## config.mk

```make
export PLATFORM = sky130hd
export DESIGN_NAME = ld_cell_monitor
export DESIGN_NICKNAME = d
export VERILOG_FILES = /design/src/rtl/ld_mon_pkg.sv /design/src/rtl/ld_cell_monitor_avg4.sv /design/src/rtl/ld_cell_monitor.sv
export SDC_FILE = /design/constraint.sdc
export NUM_CORES = 1
export LEC_CHECK = 0
export CORE_MARGIN = 2
export CORE_UTILIZATION = 34
export DETAILED_ROUTE_END_ITERATION = 10
export PLACE_DENSITY_LB_ADDON = 0.08
export SLEW_MARGIN = 20
export SYNTH_ARGS = -nofsm -noshare
export SYNTH_HDL_FRONTEND = slang
export SYNTH_SLANG_ARGS = --single-unit
```

## constraint.sdc

```tcl
create_clock -name clk -period 8 [get_ports clk]
set_input_delay 0.8 -clock clk [delete_from_list [all_inputs] [get_ports clk]]
set_output_delay 0.8 -clock clk [all_outputs]
set_load 0.01 [all_outputs]
```

## src/rtl/ld_mon_pkg.sv

```systemverilog
// Shared types and widths for the load-cell monitor.
package ld_mon_pkg;

   localparam int unsigned SUM_W = 13;
   localparam int unsigned CMP_W = 17;

   typedef enum logic [1:0] {
      NO_RIDER = 2'd0,
      WAIT     = 2'd1,
      STEER_EN = 2'd2
   } steer_state_t;

endpackage

```

## src/rtl/ld_cell_monitor_avg4.sv

```systemverilog
// One 12-bit 4-tap running average. The accumulator always holds the sum of the four taps.
module ld_avg4 (
   input  logic        clk_i,
   input  logic        rst_i,
   input  logic        shift_i,
   input  logic [11:0] sample_i,
   output logic [11:0] avg_o
);

   logic [11:0] tap_q [4];
   logic [13:0] acc_q, acc_d;

   // Window for this frame: the new sample plus the three youngest taps.
   always_comb begin
      acc_d = acc_q + 14'(sample_i) - 14'(tap_q[3]);
      avg_o = acc_d[13:2];
   end

   always_ff @(posedge clk_i) begin
      if (rst_i) begin
         acc_q <= '0;
         for (int i = 0; i < 4; i++) tap_q[i] <= '0;
      end else if (shift_i) begin
         acc_q    <= acc_d;
         tap_q[0] <= sample_i;
         for (int i = 1; i < 4; i++) tap_q[i] <= tap_q[i-1];
      end
   end

endmodule

```

## src/rtl/ld_cell_monitor.sv

```systemverilog
// Paces the A2D with nxt pulses and qualifies rider presence, steering and battery once per frame.
// Define LD_AVG_EN to evaluate on 4-frame running averages of the load cells.
module ld_cell_monitor
   import ld_mon_pkg::*;
#(
   parameter int unsigned PERIOD       = 2048,
   parameter logic [12:0] MIN_RIDER_WT = 13'h200,
   parameter logic [12:0] WT_HYST      = 13'h040,
   parameter logic [15:0] STEER_FRAMES = 16'd330,
   parameter logic [11:0] BATT_THRES   = 12'h800,
   parameter logic [2:0]  BATT_DEB     = 3'd4
) (
   input  logic        clk,
   input  logic        rst,
   input  logic [11:0] lft_ld,
   input  logic [11:0] rght_ld,
   input  logic [11:0] batt,
   output logic        nxt,
   output logic [12:0] ld_sum,
   output logic        rider_off,
   output logic        en_steer,
   output logic        batt_low
);

   localparam int unsigned TMR_W = (PERIOD > 1) ? $clog2(PERIOD) : 1;
   localparam logic [TMR_W-1:0] TMR_MAX = TMR_W'(PERIOD - 1);
   localparam logic [SUM_W-1:0] ON_THR  = MIN_RIDER_WT + WT_HYST;
   localparam logic [SUM_W-1:0] OFF_THR = MIN_RIDER_WT - WT_HYST;

   logic [TMR_W-1:0] timer_q;
   logic [1:0]       chan_idx_q;
   logic             primed_q;
   steer_state_t     state_q, state_d;
   logic [15:0]      frame_cnt_q, frame_cnt_d;
   logic [2:0]       low_cnt_q, low_cnt_d;
   logic [12:0]      ld_sum_q, ld_sum_d;
   logic             rider_off_q, rider_off_d;
   logic             en_steer_q, en_steer_d;

   logic             eval, upd;
   logic [11:0]      lft_s, rght_s, diff;
   logic [SUM_W-1:0] sum;
   logic [CMP_W-1:0] sum_x, diff4, diff16, sum15;
   logic             balanced, stepping_off;

   assign nxt  = (timer_q == TMR_MAX);
   assign eval = nxt && (chan_idx_q == 2'd2);
   // The first eval after reset sees unreset A2D registers, so it only primes.
   assign upd  = eval && primed_q;

`ifdef LD_AVG_EN
   ld_avg4 u_avg_lft (
      .clk_i   (clk),
      .rst_i   (rst),
      .shift_i (upd),
      .sample_i(lft_ld),
      .avg_o   (lft_s)
   );
   ld_avg4 u_avg_rght (
      .clk_i   (clk),
      .rst_i   (rst),
      .shift_i (upd),
      .sample_i(rght_ld),
      .avg_o   (rght_s)
   );
`else
   assign lft_s  = lft_ld;
   assign rght_s = rght_ld;
`endif

   always_comb begin
      sum          = {1'b0, lft_s} + {1'b0, rght_s};
      diff         = (lft_s >= rght_s) ? (lft_s - rght_s) : (rght_s - lft_s);
      sum_x        = CMP_W'(sum);
      diff4        = CMP_W'({diff, 2'b00});
      diff16       = CMP_W'({diff, 4'b0000});
      sum15        = (sum_x << 4) - sum_x;
      balanced     = (diff4 < sum_x);
      stepping_off = (diff16 > sum15);
   end

   always_comb begin
      state_d     = state_q;
      frame_cnt_d = frame_cnt_q;
      low_cnt_d   = low_cnt_q;
      ld_sum_d    = ld_sum_q;
      rider_off_d = rider_off_q;
      if (upd) begin
         ld_sum_d = sum;
         if (sum > ON_THR) begin
            rider_off_d = 1'b0;
         end else if (sum < OFF_THR) begin
            rider_off_d = 1'b1;
         end

         case (state_q)
            NO_RIDER: begin
               if (!rider_off_d) begin
                  state_d     = WAIT;
                  frame_cnt_d = '0;
               end
            end
            WAIT: begin
               if (rider_off_d) begin
                  state_d = NO_RIDER;
               end else if (!balanced) begin
                  frame_cnt_d = '0;
               end else if (frame_cnt_q >= STEER_FRAMES - 16'd1) begin
                  state_d = STEER_EN;
               end else if (frame_cnt_q != 16'hFFFF) begin
                  frame_cnt_d = frame_cnt_q + 16'd1;
               end
            end
            STEER_EN: begin
               if (rider_off_d) begin
                  state_d = NO_RIDER;
               end else if (stepping_off) begin
                  state_d     = WAIT;
                  frame_cnt_d = '0;
               end
            end
            default: state_d = NO_RIDER;
         endcase

         if (batt < BATT_THRES) begin
            low_cnt_d = (low_cnt_q >= BATT_DEB) ? BATT_DEB : low_cnt_q + 3'd1;
         end else begin
            low_cnt_d = '0;
         end
      end
      en_steer_d = (state_d == STEER_EN);
   end

   always_ff @(posedge clk) begin
      if (rst) begin
         timer_q     <= '0;
         chan_idx_q  <= '0;
         primed_q    <= 1'b0;
         state_q     <= NO_RIDER;
         frame_cnt_q <= '0;
         low_cnt_q   <= '0;
         ld_sum_q    <= '0;
         rider_off_q <= 1'b1;
         en_steer_q  <= 1'b0;
      end else begin
         timer_q     <= nxt ? '0 : timer_q + 1'b1;
         if (nxt) chan_idx_q <= (chan_idx_q == 2'd2) ? 2'd0 : chan_idx_q + 2'd1;
         if (eval) primed_q <= 1'b1;
         state_q     <= state_d;
         frame_cnt_q <= frame_cnt_d;
         low_cnt_q   <= low_cnt_d;
         ld_sum_q    <= ld_sum_d;
         rider_off_q <= rider_off_d;
         en_steer_q  <= en_steer_d;
      end
   end

   assign ld_sum    = ld_sum_q;
   assign rider_off = rider_off_q;
   assign en_steer  = en_steer_q;
   assign batt_low  = (low_cnt_q == BATT_DEB);

endmodule

```

Word-level counts from Yosys, hierarchy flattened
Index checks and enable logic that the tools add are counted.
{ "classes": {"n_lt_le_gt_ge": 8, "n_reduce_logical": 6, "n_mux": 23, "eq_ne": 13, "addsub": 8} }
{ "ops": {"columns": ["operator", "count"], "rows": [
  ["16-bit two-way mux", 7],
  ["16-bit case mux with 3 select lines", 1],
  ["12-bit subtractor", 2],
  ["16-bit by 17-bit greater-than comparator with 1-bit output", 1],
  ["17-bit by 13-bit subtractor with 17-bit output", 1],
  ["16-bit by 1-bit adder with 16-bit output (second input constant)", 1],
  ["16-bit by 9-bit >= comparator with 1-bit output (second input constant)", 1],
  ["2-bit two-way mux", 8],
  ["16-bit inequality test (second input constant)", 1],
  ["14-bit by 13-bit less-than comparator with 1-bit output", 1],
  ["12-bit by 12-bit adder with 13-bit output", 1],
  ["13-bit by 10-bit greater-than comparator with 1-bit output (second input constant)", 1],
  ["13-bit by 9-bit less-than comparator with 1-bit output (second input constant)", 1],
  ["12-bit >= comparator", 1],
  ["12-bit less-than comparator (second input constant)", 1],
  ["12-bit two-way mux", 1],
  ["11-bit by 1-bit adder with 11-bit output (second input constant)", 1],
  ["11-bit == test (second input constant)", 1],
  ["2-bit inequality test (second input constant)", 4],
  ["8-bit AND reduction", 1],
  ["2-bit == test (second input constant)", 3],
  ["3-bit two-way mux", 2],
  ["3-bit inequality test (second input constant)", 2],
  ["2-bit case mux with 3 select lines", 1],
  ["other kinds (10)", 13]
]} }
{ "totals": {"word_cells": 67, "output_inout_bits": 17, "reg_bits": 50, "input_bits": 38} }

Longest topological paths before layout
{ "depth": {"depth_word": 9, "ltp_mapped": 31, "ltp_nobuf": 30} }

Least setup slack after synthesis
Ideal clock, no wire load.
{ "synth_path": {"kind": "input-to-reg", "startpoint": "in lft_ld[0]", "endpoint": "reg frame_cnt_q[1]", "n_path_buf": 1, "path_slack_ps": 1192, "path_stages": 30, "required_ps": 7931, "setup_ps": 69, "t_arrival_ps": 6739, "cell_sequence": "ha_1 -> inv_1 -> fa_1 -> o21bai_1 -> a21oi_1 -> xnor2_1 -> ha_1 -> and3b_1 -> o2111ai_1 -> o311a_1 -> nor3_1 -> o22ai_1 -> o31a_1 -> or2_1 -> maj3_2 -> maj3_2 -> o21ai_2 -> xnor2_1 -> ha_1 -> nand3_1 -> or3_1 -> or4_1 -> and3_1 -> and2_1 -> o2111ai_1 -> a41oi_2 -> o21ai_2 -> buf_2 -> nand3_1 -> o21ai_1"} }
{ "synth_between": {"elab_chain_cells": 7, "word_cells_on_any_way": 23} }
{ "synth_rtl": {"columns": ["item", "line_no", "source"], "rows": [
  ["start, declared", "ld_cell_monitor.sv:15", "input logic [11:0] lft_ld,"],
  ["parallel branches: the longest is 7 deep, another holds 17-bit by 13-bit subtractor with 17-bit output", null, null],
  ["end signal, assigned", "ld_cell_monitor.sv:150", "frame_cnt_q <= frame_cnt_d;"],
  ["end, declared", "ld_cell_monitor.sv:34", "logic [15:0] frame_cnt_q, frame_cnt_d;"]
]} }
Parallel ways; which one is timed is not known. The select of a mux whose other input is x is not followed.
A chain may end at the register's enable or synchronous reset.

Final worst setup path
{ "layout_path": {"startpoint": "in lft_ld[1]", "endpoint": "reg frame_cnt_q[3]"} }
Same word-level chain as after synthesis.

==> summary.md <==
| Metric | Value |
|---|---|
| Initial Util | `34.95%` |
| Global-route wire length before repair | `25330 microns` |
| Worst-path maximum fanout | `16` |
| Die height | `132.2 microns` |
| Worst-skew pair later-pin latency | `0.29 ns` |
| Final hold violations | `0` |
| Ys async rst share | `0%` |
| Total Routing Usage GR | `17.32%` |
| TritonCTS clock tree | `built` |
| Simple-gate area share of the yosys netlist | `24.03%` |
| Compound-gate portion of the synthesized area | `26.02%` |
| Synth Area in Adders | `17.05%` |
| Drt drc | `0` |
| EDFF count, synth | `0` |
| Yosys reg bits | `50` |
| Main combinational cell family by area after synthesis | `compound AO/OA/AOI/OAI gates` |
| CP delay by family, top | `simple AND/OR/NAND/NOR gates` |
| Post-Syn Area per Cell | `7.734 sq um` |
| Required time of the critical path | `8.21 ns` |
| Endpoints failing setup | `0` |
| 1st-pass router iterations | `5` |
| Dpl hpwl | `12520 microns` |
| FMAX | `135.5 MHz` |
| CTS Buffer Depth | `2` |
| Slowest CP cell | `clkdlybuf4s50_1` |
| Post-Syn Nets | `832` |
| Least-Margin Pin Slew | `1.018 ns` |
| Slew headroom | `32.13%` |
| Max_cap viols | `0` |
| Postcts setup bufs | `0` |
| Wirelength per Cell | `15.52 microns` |
| Lkg Pwr | `0.002685 uW` |
| Initial DRC Count | `257` |
| Routability cong. | `0.8886` |
| Antenna diodes | `0` |
| Top Ports | `55` |
| Post-route ant nets | `0` |
| Max VDD drop | `0.00009863 V` |
| Share of cells above drive strength 1 | `8.333%` |
| Worst Path Class, Setup | `primary input to flip-flop` |
| Clk_skew | `0.01331 ns` |
| Hold slack | `0.4518 ns` |
| Worst EP arrival | `7.59 ns` |
| Clk sinks | `50` |
| Post-synthesis xor/xnor area fraction | `7.272%` |
| DR vias/cell | `5.395` |
| Cell Area, Synth | `5592 sq um` |
| Total die area | `17490 sq um` |
| RSZ-0062 raised after global routing | `no` |
| FP Rows | `46` |
| Gr ovfl total | `0` |
| Final Max Tran Viols | `0` |
| Worst setup SP type | `primary input` |
| Vias in the first global route | `5109` |
| Sequential Area | `1001 sq um` |
| Core area | `16000 sq um` |
| Synth warn | `0` |
| Largest net degree at the start of global routing | `32` |
| Buffer and inverter count on the worst path | `3` |
| Final critical-path required period | `7.378 ns` |
| Number of antenna violations at the first check in global routing | `0` |
| Post-synthesis sequential area ratio | `17.90%` |
| Via count | `5309` |
| Outcome | `completed` |
| PortBufs | `43` |
| Most frequent cells in the layout | `68 x inv_1, 68 x ha_1, 63 x nor2_1, 51 x a21oi_1, 50 x dfxtp_1` |
| Power Density | `183.7 nW/um^2` |
| Clk root buf | `clkbuf_16` |
| Fill cells | `1714` |
| CP Capture Type | `flip-flop` |
| Largest stage delay, worst path | `0.56 ns` |
| Post-Synthesis Cells | `723` |
| P&R area growth vs syn | `16.51%` |
| Ys flop type | `dfxtp_1` |
| Sum Neg Setup Slack | `0 ns` |
| Die W | `132.2 microns` |
| Routed wire length | `15270 microns` |
| H-tree Lvls | `2` |
| Yosys cell types | `82` |
| Footprint of the multi-input gates | `4208 sq um` |
| TritonCTS buffer count | `5` |
| Final worst-path cycle share | `92.23%` |
| Clk slew on worst S/H paths | `0.07 ns` |
| Multiplexer share of the synthesized area | `0.5370%` |
| R2R setup slack | `4.21 ns` |
| NumNets Final | `877` |
| Hold Path Class | `flip-flop to flip-flop` |
## flip-flops by register name (all words and copies together), names as in the netlist
signal / cells
frame_cnt_q: 16
ld_sum: 13
timer_q: 11
low_cnt_q: 3
chan_idx_q: 2
state_q: 2
en_steer: 1
primed_q: 1
rider_off: 1
## cells in the mapped netlist (all sizes together) (12+ instances only)
master	number	area (sq um)
inv	70	262.8
ha	68	850.8
nor2	64	242.7
a21oi	51	255.2
dfxtp	50	1001
nand2	41	153.9
o21ai	36	187.7
nand3	33	165.2
xnor2	33	345.3
a211oi	25	192.7
nor3	23	120.1
and3	17	106.4
a21o	16	127.6
clkbuf	14	53.80
and2	13	81.33
buf	12	76.32
nor2b	12	75.07
## cell families (layout without fill, tap and decap cells)
| logic type | count (synthesis) | count (layout) |
|---|---|---|
| adders and majority gates | 75 | 75 |
| AOI/OAI and AO/OA | 202 | 202 |
| xor gates and xnor gates | 40 | 40 |
| DFF | 50 | 50 |
| and+or+nand+nor | 255 | 255 |
| buffers and inverters | 98 | 143 |
| muxes | 3 | 3 |
## final timing paths
kind                         end  depth (start not counted)  startpoint
setup reg to reg  frame_cnt_q[3]                         11  timer_q[0]
setup / recovery  frame_cnt_q[3]                         30   lft_ld[1]
hold reg to reg        ld_sum[8]                          2   ld_sum[8]
hold / removal         ld_sum[8]                          2   ld_sum[8]
## cell type report
cell class              instances  share of cell area (%)
multi-input cells             575                   64.59
well taps                     216                   4.148
flip-flops and latches         50                   15.36
inverters                      72                   4.167
clock inverters                 2                  0.5954
clock buffers                   5                   1.920
repair buffers                 64                   9.218
## routing by layer
metal	vias to the layer above	track usage, %	part of all wire, %	wire length [microns]
met5	-	0	0	0
met4	0	4.241	1.1	167
met3	10	1.769	3.4	524
met2	107	29.02	46	7012
met1	2505	23.89	50	7569
li1	2687	-	-	-
## power breakdown
part | internal (uW) | switching, uW
logic | 297 | 415
clock network | 146 | 87.0
registers | 250 | 1.25
total | 694 | 503
## worst register-to-register path, cell delays in order (launching register included)
cell	delay [ns]
dfxtp_1	0.38
ha_1	0.20
nand3_1	0.12
nor2_1	0.25
and3_1	0.24
nand2_1	0.17
nor3b_1	0.36
and2_1	0.86
nand2_1	0.31
nor4_4	0.59
nand3_1	0.14
o21ai_0	0.10
## stage by stage
stage	instances	worst slack, ns	utilization [%]	power [uW]	instance area, sq um
2_1_floorplan	723	1.192	-	782.4	5592
4_1_cts	984	0.4837	40.60	1198	6496
5_1_grt	984	0.06309	40.72	1294	6515
6_report	984	0.6217	40.72	1197	6515
3_5_place_dp	977	0.1879	39.58	957.4	6332
3_3_place_gp	977	0.2720	39.58	946.9	6332
## timing repair
item                       CTS  global route
hold buffers                 0             0
setup endpoints to repair    0             1
resized for setup            0             3
No activity file was read; power rests on OpenSTA's default activity.
